## src/rtl/vga_frame_sequencer.sv

```systemverilog
// Frame-rate sequencer: applies scroll/mode/speed changes only at vertical blanking start.
// Optional VGA_SEQ_AUTO_CYCLE_EN steps the mode every 2**AUTO_SHIFT frames.
module vga_frame_sequencer #(
    parameter int V_DISPLAY = 480,
    parameter int SCROLL_W  = 10,
    parameter int SPEED_RST = 1
`ifdef VGA_SEQ_AUTO_CYCLE_EN
    ,
    parameter int AUTO_SHIFT = 6
`endif
) (
    input  logic                clk,
    input  logic                reset,
    input  logic [9:0]          hpos,
    input  logic [9:0]          vpos,
    input  logic                cfg_valid,
    output logic                cfg_ready,
    input  logic [1:0]          cfg_mode,
    input  logic [3:0]          cfg_speed,
    input  logic                pause,
    output logic                frame_start,
    output logic [SCROLL_W-1:0] scroll_x,
    output logic [1:0]          mode,
    output logic [3:0]          speed,
    output logic [7:0]          frame_cnt
);

    typedef enum logic {ACTIVE, UPDATE} state_t;

    state_t      state;
    logic        pending;
    logic [1:0]  shadow_mode;
    logic [3:0]  shadow_speed;
    logic        vb_hit;
    logic        accept;
    logic [3:0]  step;
    logic [7:0]  frame_next;

    assign vb_hit     = (hpos == 10'd0) && (vpos == 10'(V_DISPLAY));
    assign accept     = cfg_valid && cfg_ready;
    // A config applied in this UPDATE already drives this frame's scroll step
    assign step       = pending ? shadow_speed : speed;
    assign frame_next = frame_cnt + 8'd1;

    always_ff @(posedge clk or posedge reset) begin
        if (reset) begin
            state        <= ACTIVE;
            pending      <= 1'b0;
            shadow_mode  <= 2'd0;
            shadow_speed <= 4'd0;
            cfg_ready    <= 1'b1;
            frame_start  <= 1'b0;
            scroll_x     <= '0;
            mode         <= 2'd0;
            speed        <= 4'(SPEED_RST);
            frame_cnt    <= 8'd0;
        end else begin
            case (state)
                ACTIVE: begin
                    if (accept) begin
                        shadow_mode  <= cfg_mode;
                        shadow_speed <= cfg_speed;
                        pending      <= 1'b1;
                    end
                    // ready is held low through UPDATE so nothing can race the apply
                    if (vb_hit) begin
                        state       <= UPDATE;
                        frame_start <= 1'b1;
                        cfg_ready   <= 1'b0;
                    end else begin
                        cfg_ready   <= !(pending || accept);
                    end
                end
                UPDATE: begin
                    state       <= ACTIVE;
                    frame_start <= 1'b0;
                    pending     <= 1'b0;
                    cfg_ready   <= 1'b1;
                    if (pending) begin
                        speed <= shadow_speed;
                    end
`ifdef VGA_SEQ_AUTO_CYCLE_EN
                    if (pending) begin
                        mode <= shadow_mode;
                    end else if (frame_next[AUTO_SHIFT-1:0] == '0) begin
                        mode <= mode + 2'd1;
                    end
`else
                    if (pending) begin
                        mode <= shadow_mode;
                    end
`endif
                    if (!pause) begin
                        scroll_x <= scroll_x + {{(SCROLL_W-4){1'b0}}, step};
                    end
                    frame_cnt <= frame_next;
                end
                default: state <= ACTIVE;
            endcase
        end
    end

endmodule

```

## config.mk

```make
export PLATFORM = sky130hd
export DESIGN_NAME = vga_frame_sequencer
export DESIGN_NICKNAME = d
export VERILOG_FILES = /design/src/rtl/vga_frame_sequencer.sv
export SDC_FILE = /design/constraint.sdc
export NUM_CORES = 1
export LEC_CHECK = 0
export BUFFER_PORTS_ARGS = -buffer_cell sky130_fd_sc_hd__buf_2
export CAP_MARGIN = 20
export CORE_MARGIN = 3
export CORE_UTILIZATION = 45
export CTS_BUF_LIST = sky130_fd_sc_hd__clkbuf_8
export DETAILED_ROUTE_END_ITERATION = 12
export PLACE_DENSITY = 0.73
export SLEW_MARGIN = 0
export SYNTH_ARGS = -nofsm -noshare
export SYNTH_HDL_FRONTEND = slang
export SYNTH_SLANG_ARGS = --single-unit
```

## constraint.sdc

```tcl
create_clock -name clk -period 2.5 [get_ports clk]
set_input_delay 0.5 -clock clk [delete_from_list [all_inputs] [get_ports clk]]
set_output_delay 0.5 -clock clk [all_outputs]
set_load 0.02 [all_outputs]
```

== Word-level counts from Yosys, hierarchy flattened ==
Index checks and enable logic that the tools add are counted.
W data, S select, Z words.

* Word-level logic and storage cells: 34
* Output and inout port bits: 26
* Bits of input ports: 30
* Register bits: 34

* $add $sub $neg: 2
* Equal/unequal tests: 3
* Bitwise operators: 2
* Muxes and demuxes: 9
* Reduce and logical (&&, ||, !) cells: 8

{| class="wikitable"
|+ Operators with widths
! operator !! count
|-
| $add A10 B4 Y10 || 1
|-
| $eq A10 B9 Y1 const B || 1
|-
| $logic_not A10 Y1 || 1
|-
| $add A8 B1 Y8 const B || 1
|-
| $pmux W1 S2 || 4
|-
| $reduce_and A2 Y1 || 3
|-
| $mux W1 || 4
|-
| $mux W4 || 1
|-
| $ne A2 B2 Y1 const B || 2
|-
| $logic_and A1 B1 Y1 || 2
|-
| $not A1 Y1 || 2
|-
| $logic_not A1 Y1 || 1
|-
| $logic_or A1 B1 Y1 || 1
|}

== Depth between registers and ports, before layout ==
Gate-level depths: netlist (run 1).

* Depth after elaboration: 5
* Depth in mapped cells: 7

== Worst setup path after synthesis (run 1) ==
No wires, ideal clock.

* Path type: register to register
* From: reg pending
* To: reg scroll_x[8]
* Arrival time: 1,963 ps
* Stages on the path, launching flop included: 8
* Slack: 397 ps
* Library setup time: 139 ps
* Period minus slack after synthesis: 2,103 ps
* Cell sequence: dfrtp_1 > mux2_2 > ha_1 > fa_1 > a21o_1 > a21oi_1 > nor4b_1 > xor2_1

* Cells in the longest elaborated chain, start to end: 2

{| class="wikitable"
|+ Ends and longest elaborated chain
! what !! RTL line !! text
|-
| start, declared || 31 || <nowiki>logic pending;</nowiki>
|-
| start signal, assigned || 48 || <nowiki>pending <= 1'b0;</nowiki>
|-
| start signal, assigned || 63 || <nowiki>pending <= 1'b1;</nowiki>
|-
| start signal, assigned || 77 || <nowiki>pending <= 1'b0;</nowiki>
|-
| $mux W4 || - ||
|-
| via step[0] || 36 || <nowiki>logic [3:0] step;</nowiki>
|-
| $add A10 B4 Y10 || 94 || <nowiki>scroll_x <= scroll_x + {{(SCROLL_W-4){1'b0}}, step};</nowiki>
|-
| end signal, assigned || 94 ||
|-
| end, declared || 22 || <nowiki>output logic [SCROLL_W-1:0] scroll_x,</nowiki>
|}

The timed path passes the listed nets, and every way through them passes these cells.
A chain may end at the register's enable or synchronous reset.

== Final worst setup path (run 1) ==
Same ends and word-level chain as after synthesis.

==> flow_metrics.env, run 1 <==
export IMPL_initial_core_util=0.492
export IMPL_period_share=0.923
export IMPL_cts_tree="yes"
export IMPL_p_comb_frac=0.123
export IMPL_dp_hpwl_mm=2.39
export IMPL_crit_family="adder cells"
export IMPL_yosys_warnings=0
export IMPL_power_density_mw_per_mm2=581
export IMPL_required_ps=2650
export IMPL_rrSetupSlack_ps=190
export IMPL_gp_congestion=0.853
export IMPL_switching_share=0.236
export IMPL_endpoint="scroll_x[8]"
export IMPL_numCtsBuffers=5
export IMPL_vias=1154
export IMPL_ant_nets=0
export IMPL_grtUsageTotal=0.167
export IMPL_finalMaxSlewViolations=0
export IMPL_num_rows=20
export IMPL_rsz0062_at_grt="no"
export IMPL_clockRootBuffer="clkbuf_8"
export IMPL_core_area_sq_mm=0.00318
export IMPL_fmax_mhz=433
export IMPL_io_pins=56
export IMPL_met3_usage=0.0693
export IMPL_drc=0
export IMPL_pre_cts_ws_ps=201
export IMPL_cts_sinks=34
export IMPL_status="complete, no violations"
export IMPL_synth_cell_types=28
export IMPL_startpoint_type="register"
export IMPL_cp_num_cells=7
export IMPL_avgSynthCellArea_sq_um=12.8
export IMPL_syn_num_nets=158
export IMPL_grt_max_degree=35
export IMPL_finalWorstSetupSlack_ps=193
export IMPL_tns_ps=0
export IMPL_gr_usage_met2=0.262
export IMPL_hold_viol=0
export IMPL_slew_headroom=0.722
export IMPL_ys_seq_area_frac=0.546
export IMPL_peakVddDrop_mv=0.357
export IMPL_p_leak_uw=0.00112
export IMPL_first_global_vias=1198
export IMPL_io_buffers=55
export IMPL_drt_total_wl_mm=3.16
export IMPL_crit_path_top_delay_cell="dfrtp_1"
export IMPL_path_class="reg2reg"
export IMPL_path_clk_slew_ps=70
export IMPL_synth_top_area_share=0.512
export IMPL_die_h_um=64.9
export IMPL_wl_per_cell_um=13.9
export IMPL_synthCells=122
export IMPL_path_buf_inv=0
export IMPL_regToRegEndpoint="scroll_x[8]"
export IMPL_viasPerCell=5.06
export IMPL_cp_end_kind="register"
export IMPL_area_delta_synth_final_pct=26.9
export IMPL_grt_pass1_wl_mm=5.37
export IMPL_p_switching_uw=272
export IMPL_path_cells="mux2_2, ha_1, fa_1, a21o_1, a21oi_1, nor4b_1, xor2_1"
export IMPL_p_int_uw=881
export IMPL_met1_usage=0.201
export IMPL_skew_ps=6.02
export IMPL_fin_nets=219
export IMPL_r2r_cells=7
export IMPL_min_period_ps=2310
export IMPL_gr_total_overflow=0
export IMPL_power_frac_clock=0.351
export IMPL_finalPower_uw=1150
export IMPL_timing_rr_start="pending"
export IMPL_die_area_sq_mm=0.00422
export IMPL_first_iter_violations=42
export IMPL_ctsHoldBuffers=0
export IMPL_crit_fanout=6
export IMPL_finalSetupViolations=0
export IMPL_insertion_delay_ps=280
export IMPL_cts_resized=0
export IMPL_crit_start="pending"
export IMPL_synth_seq_cells=34
export IMPL_clock_path_buffers=2
export IMPL_antenna_found_initial=0
export IMPL_cpPeakStageDelay_ps=460
export IMPL_synth_area_sq_mm=0.00156
export IMPL_synth_largest_area_cell="dfrtp_1"
export IMPL_max_cap_viol_count=0
export IMPL_drive_gt1_frac=0.467
export IMPL_die_w_um=64.9
export IMPL_arrival_ps=2460
export IMPL_final_cell_area_sq_mm=0.00198
export IMPL_yosys_top_cells_area="dfrtp_1, mux2_2, xor2_1"
export IMPL_htreeDepth=2
export IMPL_drtPass1Iterations=4
export IMPL_n_antenna_cell=0
export IMPL_dpl_cell_area_sq_mm=0.00189
export IMPL_seqPwrFrac=0.525
export IMPL_worst_pin_slew_ps=417
export IMPL_globalRoute_busiestLayer="met2"
export IMPL_hold_path_class="in2async"
export IMPL_cts_setup_buffers=0
synth_stat cells:
| library cell | n |
|---|---|
| inv_1 | 2 |
| nor4b_1 | 2 |
| nand3_1 | 2 |
| o21a_1 | 1 |
| xor2_1 | 10 |
| clkbuf_1 | 1 |
| nand4_1 | 4 |
| buf_2 | 1 |
| ha_1 | 5 |
| dfstp_2 | 2 |
| nor3b_1 | 1 |
| dfrtp_1 | 32 |
| or4b_4 | 1 |
| nand2_1 | 8 |
| xnor2_1 | 5 |
| nor3_1 | 2 |
| and3_1 | 1 |
| nor2_1 | 7 |
| o21ai_0 | 2 |
| fa_1 | 1 |
| and4b_1 | 1 |
| nand2b_1 | 1 |
| nor4_4 | 1 |
| a21oi_1 | 4 |
| a21o_1 | 3 |
| a211o_1 | 1 |
| nor4_1 | 2 |
| mux2_2 | 19 |
cell type report:
type | instances | area, sq um
clock inverters | 2 | 8.76
multi-input cells | 84 | 693
inverters | 2 | 7.51
clock buffers | 6 | 82.6
flip-flops and latches | 34 | 853
repair buffers | 56 | 283
fillers | 285 | 1190
well taps | 44 | 55.1
logic make-up after synthesis:
| logic type | synth area share |
|---|---|
| AO/OA/AOI/OAI | 0.0440 |
| XOR/XNOR | 0.0841 |
| adder cells (fa/ha/maj) | 0.0528 |
| buffers and inverters | 0.0104 |
| flip-flops | 0.546 |
| multiplexers | 0.137 |
| AND/OR/NAND/NOR | 0.126 |
worst min-delay path, delay by kind of cell:
kind / cells / cell delay [ps]
buf+inv: 3 / 500
power groups by stage:
stage | clock network, uW | logic, uW | registers (uW)
floorplan | 0 | 96.3 | 610
global placement | 0 | 137 | 614
detailed placement | 0 | 143 | 615
CTS | 421 | 145 | 605
global route | 450 | 159 | 610
finish | 405 | 142 | 605
layer usage:
| metal | share of wire | vias up |
|---|---|---|
| met1 | 0.42 | 553 |
| met4 | 0.013 | 0 |
| li1 | - | 559 |
| met5 | 0 | - |
| met3 | 0.067 | 6 |
| met2 | 0.50 | 36 |
how the worst min path moves through the flow:
stage	to	startpoint
4_1_cts	scroll_x[3]	reset
3_5_place_dp	scroll_x[9]	scroll_x[9]
3_3_place_gp	scroll_x[9]	scroll_x[9]
2_1_floorplan	mode[0]	shadow_mode[0]
6_report	shadow_speed[3]	reset
5_1_grt	frame_cnt[5]	reset
metrics by stage:
step / utilization / hold slack, ps / std cells
2_1_floorplan: - / 475 / 122
3_3_place_gp: 0.595 / 452 / 220
3_5_place_dp: 0.595 / 457 / 220
4_1_cts: 0.624 / 308 / 228
5_1_grt: 0.624 / 329 / 228
6_report: 0.624 / 296 / 228
sequential cells by signal, summed over array words and instances, names as in the netlist:
signal	count
scroll_x	10
frame_cnt	8
shadow_speed	4
speed	4
mode	2
shadow_mode	2
cfg_ready	1
frame_start	1
pending	1
state	1
placed cells by master (no fill, tap or decap), types with 2 or more instances in the layout:
cell,count
buf_2,55
dfrtp_1,32
mux2_2,19
xor2_1,10
nand2_1,8
nor2_1,7
clkbuf_8,6
xnor2_1,5
ha_1,5
a21oi_1,4
nand4_1,4
inv_1,3
a21o_1,3
nand3_1,2
nor4_1,2
nor4b_1,2
o21ai_0,2
nor3_1,2
dfstp_2,2
Power figures use the tool's default switching activity.
==> run 2: changes to the inputs <==
- PLACE_DENSITY: 0.73 -> unset
- PLACE_DENSITY_LB_ADDON: unset -> 0.15
==> run 2 against run 1 <==
Net effect:
- clock power hardly changed
- critical path depth stayed put
- worst setup slack worse by 4.9 ps
- hold slack worse by 130 ps
- register-to-register slack hardly changed
- power hardly changed
- wire length is 0.79% higher
- flip-flop and latch count stayed put
- critical path type unchanged
- critical endpoint unchanged
- largest cell class unchanged
==> flow_metrics.env, run 2 (synthesis gave the netlist of run 1 again) <==
export IMPL_status="complete, no violations"
export IMPL_fmax_mhz=433
export IMPL_drt_total_wl_mm=3.18
export IMPL_grtUsageTotal=0.166
export IMPL_endpoint="scroll_x[8]"
export IMPL_die_w_um=64.9
export IMPL_gr_total_overflow=0
export IMPL_final_cell_mix="buf_2, dfrtp_1, mux2_2"
export IMPL_cts_setup_buffers=0
export IMPL_clockRootBuffer="clkbuf_8"
export IMPL_viasPerCell=4.98
export IMPL_fin_nets=220
export IMPL_path_class="reg2reg"
export IMPL_n_antenna_cell=0
export IMPL_slew_headroom=0.713
export IMPL_initial_core_util=0.492
export IMPL_arrival_ps=2470
export IMPL_cp_end_kind="register"
export IMPL_drc=0
export IMPL_htreeDepth=2
export IMPL_finalSetupViolations=0
export IMPL_fillers=255
export IMPL_num_rows=20
export IMPL_wl_per_cell_um=13.9
export IMPL_path_cells="mux2_2, ha_1, fa_1, a21o_1, a21oi_1, nor4b_1, xor2_1"
export IMPL_startpoint_type="register"
export IMPL_placed_cells=221
export IMPL_power_density_mw_per_mm2=579
export IMPL_p_leak_uw=0.00113
export IMPL_path_buf_inv=0
export IMPL_antenna_found_initial=0
export IMPL_regToRegEndpoint="scroll_x[8]"
export IMPL_worst_pin_slew_ps=431
export IMPL_max_cap_viol_count=0
export IMPL_final_common_cell="buf_2"
export IMPL_io_pins=56
export IMPL_finalMaxSlewViolations=0
export IMPL_crit_path_top_delay_cell="dfrtp_1"
export IMPL_period_share=0.925
export IMPL_timing_rr_start="pending"
export IMPL_cts_resized=0
export IMPL_cts_tree="yes"
export IMPL_drtPass1Iterations=4
export IMPL_regArea_sq_um=853
export IMPL_rrSetupSlack_ps=190
export IMPL_finalPower_uw=1150
export IMPL_first_global_vias=1148
export IMPL_top_register="scroll_x"
export IMPL_crit_family="adder cells"
export IMPL_die_h_um=64.9
export IMPL_hold_viol=0
export IMPL_numCtsBuffers=5
export IMPL_r2r_cells=7
export IMPL_gp_congestion=0.800
export IMPL_die_area_sq_mm=0.00422
export IMPL_whs_ps=167
export IMPL_cts_sinks=34
export IMPL_io_buffers=55
export IMPL_skew_ps=6.85
export IMPL_cpPeakStageDelay_ps=450
export IMPL_largest_register_ff_count=10
export IMPL_min_period_ps=2310
export IMPL_first_iter_violations=45
export IMPL_grt_max_degree=16
export IMPL_crit_start="pending"
export IMPL_reg_largest_list="scroll_x x10, frame_cnt x8"
export IMPL_ant_nets=0
export IMPL_path_clk_slew_ps=70
export IMPL_insertion_delay_ps=280
export IMPL_hold_path_class="in2async"
export IMPL_crit_fanout=6
export IMPL_stdcell_count=229
export IMPL_multiInputGateArea_sq_um=693
export IMPL_area_delta_synth_final_pct=27.4
export IMPL_clock_path_buffers=2
export IMPL_required_ps=2650
export IMPL_ctsHoldBuffers=0
export IMPL_core_area_sq_mm=0.00318
export IMPL_dp_hpwl_mm=2.51
export IMPL_vias=1141
export IMPL_rsz0062_at_grt="no"
export IMPL_cp_num_cells=7
export IMPL_final_core_util=0.626
export IMPL_drive_gt1_frac=0.470
export IMPL_tns_ps=0
export IMPL_grt_pass1_wl_mm=5.23
export IMPL_peakVddDrop_mv=0.457
-- run 2: cell types whose count changed in the layout (fill, tap and decap cells not counted) --
cell and change:
buf_4 +1
-- run 2: worst min path at each step --
stage | startpoint | to | slack [ps] | depth (start not counted)
2_1_floorplan | shadow_mode[0] | mode[0] | 470 | 1
3_3_place_gp | frame_cnt[7] | frame_cnt[7] | 450 | 1
3_5_place_dp | frame_cnt[7] | frame_cnt[7] | 460 | 1
4_1_cts | reset | frame_cnt[7] | 170 | 2
5_1_grt | reset | frame_cnt[7] | 190 | 2
6_report | reset | frame_cnt[7] | 170 | 2
-- run 2: final cells by class --
type | count | share of cell area
Sequential cell | 34 | 0.429
Multi-Input combinational cell | 84 | 0.348
Timing Repair Buffer | 57 | 0.146
Clock buffer | 6 | 0.0415
Tap cell | 44 | 0.0277
Clock inverter | 2 | 0.00440
Inverter | 2 | 0.00377
-- run 2: routing by layer --
metal | GRT usage | part of all wire | vias up
li1 | - | - | 557
met1 | 0.200 | 0.43 | 544
met2 | 0.264 | 0.49 | 31
met3 | 0.0433 | 0.049 | 9
met4 | 0.100 | 0.027 | 0
met5 | 0 | 0 | -
-- run 2: report_power, final --
part / internal (uW) / switching [uW] / leakage, uW
Clock: 218 / 188 / 0.0000524
Combinational: 80.1 / 61.4 / 0.000623
Sequential: 584 / 21.8 / 0.000450
-- run 2: metrics by stage --
stage / setup slack (ps) / instance area, sq um
finish: 188 / 1990
global route: 50.9 / 1990
floorplan: 397 / 1560
CTS: 177 / 1990
global placement: 268 / 1900
detailed placement: 199 / 1900
